--- src/rtl/controlador_interrupcao.sv ---
`default_nettype none
// ============================================================================
//  Module   : controlador_interrupcao
//  Brief    : Two-source interrupt controller (halt over timer). Latches
//             requests as pending flags, redirects the PC to a fixed handler
//             entry for one cycle, saves the return address for timer
//             interrupts and holds off nesting until the CPU acknowledges.
//  Revision : 1.0 - initial release
// ============================================================================
module controlador_interrupcao #(
  parameter int                  PC_WIDTH    = 11,
  parameter logic [PC_WIDTH-1:0] VECTOR_ADDR = '0
) (
  input  logic                Clock,
  input  logic                Reset,
  input  logic                int_halt,
  input  logic                int_clk,
  input  logic                getInterruption,
  input  logic [PC_WIDTH-1:0] proximoPC,
  output logic [PC_WIDTH-1:0] novoValorPC,
  output logic [PC_WIDTH-1:0] bufferPC,
  output logic [31:0]         qualInterrupcao,
  output logic                emServico
);

  localparam logic [1:0] S_IDLE    = 2'd0;
  localparam logic [1:0] S_VECTOR  = 2'd1;
  localparam logic [1:0] S_SERVICE = 2'd2;

  localparam logic [31:0] C_CAUSE_NONE  = 32'd0;
  localparam logic [31:0] C_CAUSE_CLOCK = 32'd1;
  localparam logic [31:0] C_CAUSE_HALT  = 32'd2;

  logic [1:0]          state_q, state_d;
  logic                pend_halt_q, pend_halt_d;
  logic                pend_clk_q, pend_clk_d;
  logic [31:0]         qual_q, qual_d;
  logic [PC_WIDTH-1:0] bufpc_q, bufpc_d;

  // Request view combining already-pending flags with this edge's inputs, so
  // a request sampled in IDLE is taken on the very edge it is seen.
  logic halt_req_w, clk_req_w, take_w, take_halt_w, take_clk_w;

  // Decode which interrupt (if any) is accepted on the coming edge.
  always_comb begin
    halt_req_w  = pend_halt_q | int_halt;
    clk_req_w   = pend_clk_q | int_clk;
    take_w      = (state_q == S_IDLE) && (halt_req_w || clk_req_w);
    take_halt_w = take_w && halt_req_w;
    take_clk_w  = take_w && !halt_req_w && clk_req_w;
  end

  // State register.
  always_ff @(posedge Clock or negedge Reset) begin
    if (!Reset) begin
      state_q <= S_IDLE;
    end else begin
      state_q <= state_d;
    end
  end

  // Next-state logic: VECTOR is always a single cycle; ack only matters in SERVICE.
  always_comb begin
    state_d = state_q;
    case (state_q)
      S_IDLE:    if (take_w) state_d = S_VECTOR;
      S_VECTOR:  state_d = S_SERVICE;
      S_SERVICE: if (getInterruption) state_d = S_IDLE;
      default:   state_d = S_IDLE;
    endcase
  end

  // Output decode: PC redirect only while in VECTOR, busy flag from state.
  always_comb begin
    novoValorPC = proximoPC;
    emServico   = 1'b0;
    case (state_q)
      S_VECTOR: begin
        novoValorPC = VECTOR_ADDR;
        emServico   = 1'b1;
      end
      S_SERVICE: emServico = 1'b1;
      default: ;
    endcase
  end

  // Datapath next values: pending flags are cleared only by the interrupt that
  // consumes them; a new request on the other line still sets its own flag.
  always_comb begin
    pend_halt_d = take_halt_w ? 1'b0 : halt_req_w;
    pend_clk_d  = take_clk_w  ? 1'b0 : clk_req_w;
    qual_d      = qual_q;
    bufpc_d     = bufpc_q;
    if (take_halt_w) begin
      qual_d = C_CAUSE_HALT;
    end else if (take_clk_w) begin
      qual_d = C_CAUSE_CLOCK;
    end else if ((state_q == S_SERVICE) && getInterruption) begin
      qual_d = C_CAUSE_NONE;
    end
    // Only the timer interrupt returns to the interrupted program.
    if ((state_q == S_VECTOR) && (qual_q == C_CAUSE_CLOCK)) begin
      bufpc_d = proximoPC;
    end
  end

  // Datapath registers; reset discards in-flight and pending interrupts.
  always_ff @(posedge Clock or negedge Reset) begin
    if (!Reset) begin
      pend_halt_q <= 1'b0;
      pend_clk_q  <= 1'b0;
      qual_q      <= C_CAUSE_NONE;
      bufpc_q     <= '0;
    end else begin
      pend_halt_q <= pend_halt_d;
      pend_clk_q  <= pend_clk_d;
      qual_q      <= qual_d;
      bufpc_q     <= bufpc_d;
    end
  end

  assign bufferPC        = bufpc_q;
  assign qualInterrupcao = qual_q;

endmodule
`default_nettype wire

--- config.mk ---
export PLATFORM = sky130hd
export DESIGN_NAME = controlador_interrupcao
export DESIGN_NICKNAME = d
export VERILOG_FILES = /design/src/rtl/controlador_interrupcao.sv
export SDC_FILE = /design/constraint.sdc
export NUM_CORES = 1
export LEC_CHECK = 0
export CORE_ASPECT_RATIO = 1.25
export CORE_UTILIZATION = 38
export DETAILED_ROUTE_END_ITERATION = 16
export PLACE_DENSITY = 0.84
export SYNTH_ARGS = -nofsm -noshare
export SYNTH_HDL_FRONTEND = slang
export SYNTH_SLANG_ARGS = --single-unit
--- constraint.sdc ---
create_clock -name Clock -period 3.6 [get_ports Clock]
set_input_delay 0.36 -clock Clock [delete_from_list [all_inputs] [get_ports Clock]]
set_output_delay 0.36 -clock Clock [all_outputs]
set_load 0.05 [all_outputs]
==> results.ini <==
[global_route]
met2_usage_pct=25.5
grt_max_degree=18
grt_antenna_before_repair=0
grt-ovfl-total=0
busiest_layer=met2
gr-usage-met1_pct=12.3
grtUsageMet3_pct=1.98
gr-usage-all-layers_pct=12.3
grt_pass1_vias=660
grt_pass1_wl_um=2820

[clock_network]
path_clk_slew_ns=0.09
clock-root-buffer=clkbuf_4
htreeDepth=1
cts_resized=0
clkLatencyLatePin_ns=0.28
postCtsHoldBufs=0
cts_tree=done
cts_num_sinks=17
clk_path_buf_depth=2
post-cts-setup-buffers=0
numCtsBuffers=3

[min_path]
hp-class=input pin to async pin

[drt]
drt_wl_total_um=1810
vias=697
drtPass1Iterations=2
wl_per_cell_um=10.7
routed_via_density=4.12
dr.first_iter.drc_count=6
drc_errors=0
ant_nets=0

[sta]
whs_ns=0.515
fin_crit_sh_pct=68.2
setup-violations-final=0
max-slew-margin-rel_pct=50.1
skew_ns=0.00412
tightestPinTransition_ns=0.747
hold_viol=0
fin_ws_ns=1.14
finalCriticalPeriod_ns=2.46
setup_tns_ns=0
rsz0062_at_grt=false
slew_viol_final=0
max_freq_ghz=0.407

[layout]
areaGrowthSynthToFinish_pct=31.5
diodes=0
finish.utilization_pct=52.7
fin_nets=156
final_cell_area_um2=1410
n_fill_cell=241
layout-drive-gt1-share_pct=12.6

[synthesis]
syn_avg_cell_area_um2=11.4
ys_seq_elements=17
yosysSeqAreaShare_pct=39.6
syn_area_um2=1070
syn_inst=94
synth_warnings=0
ys_types=20

[status]
status=completed

[critical_path]
crit_path_end=novoValorPC[1]
reg2reg_slack_ns=1.39
r2r_start=state_q[1]
critPathKind=register to output pin
cp_data_required_time_ns=3.24
worstSetupEndpointType=output pin
arrival_ns=2.10
crit_fanout=13
startpoint=state_q[1]
r2r_cells=4
critPathLaunchType=register
r2r-end=bufferPC[2]

[pwr]
irDropWorstVdd_v=0.000495
power_density_nw_per_um2=1070
p_leak_nw=0.668

[die]
core_area_um2=2680
die_w_um=49.5
initial_utilization_pct=40.1
io_pins=71
die_h_um=61.4
dieArea_um2=3040
rows=21

[placed_design]
port_buffers=40
dp_slack_ns=1.32
place_congestion=0.762
place_area_um2=1390
hpwlAfterDp_um=1410

[run]
cap_viol_max_count=0

-- layout make-up --
| type | instances | area, um^2 | area share, % |
|---|---|---|---|
| tap | 34 | 42.5 | 3.01 |
| multi-input combinational | 72 | 509 | 36.1 |
| clock buffer | 4 | 26.3 | 1.86 |
| sequential | 17 | 425 | 30.1 |
| timing repair buffer | 40 | 400 | 28.4 |
| inverter | 2 | 7.51 | 0.532 |
-- Yosys cell counts --
| master | count | area, um^2 |
|---|---|---|
| conb_1 | 1 | 3.75 |
| nand2_1 | 2 | 7.51 |
| nor2b_2 | 1 | 8.76 |
| mux2_1 | 3 | 33.8 |
| clkbuf_1 | 1 | 3.75 |
| a21oi_1 | 1 | 5.00 |
| nor2_1 | 3 | 11.3 |
| dfrtp_1 | 17 | 425 |
| nor3b_4 | 1 | 18.8 |
| mux2_4 | 10 | 150 |
| ha_1 | 4 | 50.1 |
| o21ai_0 | 1 | 5.00 |
| buf_6 | 1 | 11.3 |
| nor2b_1 | 12 | 75.1 |
| nand3b_1 | 1 | 7.51 |
| inv_1 | 2 | 7.51 |
| nor2_2 | 1 | 6.26 |
| a31o_1 | 1 | 8.76 |
| buf_4 | 30 | 225 |
| a21oi_2 | 1 | 8.76 |
-- per-stage QoR --
stage,power (mW),instances
final,1.52,169
after global routing,1.60,169
after CTS,1.53,169
after detailed placement,1.43,165
after global placement,1.41,165
after floorplan,1.15,123
-- metal layers --
layer	vias to the layer above	wire (um)
li1	323	-
met1	340	730
met2	34	962
met3	0	115
met4	0	0
met5	-	0
-- worst max-delay path, cell delays in order (launching register included) --
cell and delay, ns:
dfrtp_1 0.38, inv_1 0.09, ha_1 0.35, nor2b_1 0.18, clkdlybuf4s50_1 0.82
-- power by group --
group / total (mW) / internal, mW / switching (mW)
combinational: 1.07 / 0.386 / 0.682
sequential: 0.352 / 0.290 / 0.0626
clock: 0.0971 / 0.0429 / 0.0542
total: 1.52 / 0.718 / 0.799
-- sequential cells by signal, summed over array words and instances, names as in the netlist --
name,count
pend_halt_q,1
state_q,2
pend_clk_q,1
qualInterrupcao,2
bufferPC,11
-- kinds of logic after synthesis --
kind of cell / Yosys count / share of synthesized area [%]
buf+inv: 34 / 23.1
simple gates: 21 / 12.6
flops: 17 / 39.6
mux: 13 / 17.1
compound gates: 4 / 2.56
fa+ha+maj: 4 / 4.66
other cells: 1 / 0.349
-- worst min-delay path by stage --
| stage | start | depth (start not counted) | endpoint | slack (ns) |
|---|---|---|---|---|
| after floorplan | Reset | 0 | bufferPC[0] | 0.06 |
| after global placement | bufferPC[2] | 1 | bufferPC[2] | 0.48 |
| after detailed placement | bufferPC[1] | 1 | bufferPC[1] | 0.50 |
| after CTS | bufferPC[1] | 1 | bufferPC[1] | 0.52 |
| after global routing | bufferPC[1] | 1 | bufferPC[1] | 0.54 |
| final | Reset | 1 | bufferPC[3] | 0.51 |
-- placed cells by master (no fill, tap or decap) --
cell type / synthesis / final
nand3b_1: 1 / 1
clkbuf_4: 0 / 3
a21oi_2: 1 / 1
mux2_1: 3 / 3
nand2_1: 2 / 2
nor2b_1: 12 / 12
a21oi_1: 1 / 1
clkbuf_1: 1 / 1
conb_1: 1 / 30
ha_1: 4 / 4
inv_1: 2 / 2
dfrtp_1: 17 / 17
a31o_1: 1 / 1
nor2_2: 1 / 1
mux2_4: 10 / 10
nor3b_4: 1 / 1
nor2_1: 3 / 3
nor2b_2: 1 / 1
o21ai_0: 1 / 1
clkdlybuf4s50_1: 0 / 40
No activity file was read; power rests on OpenSTA's default activity.
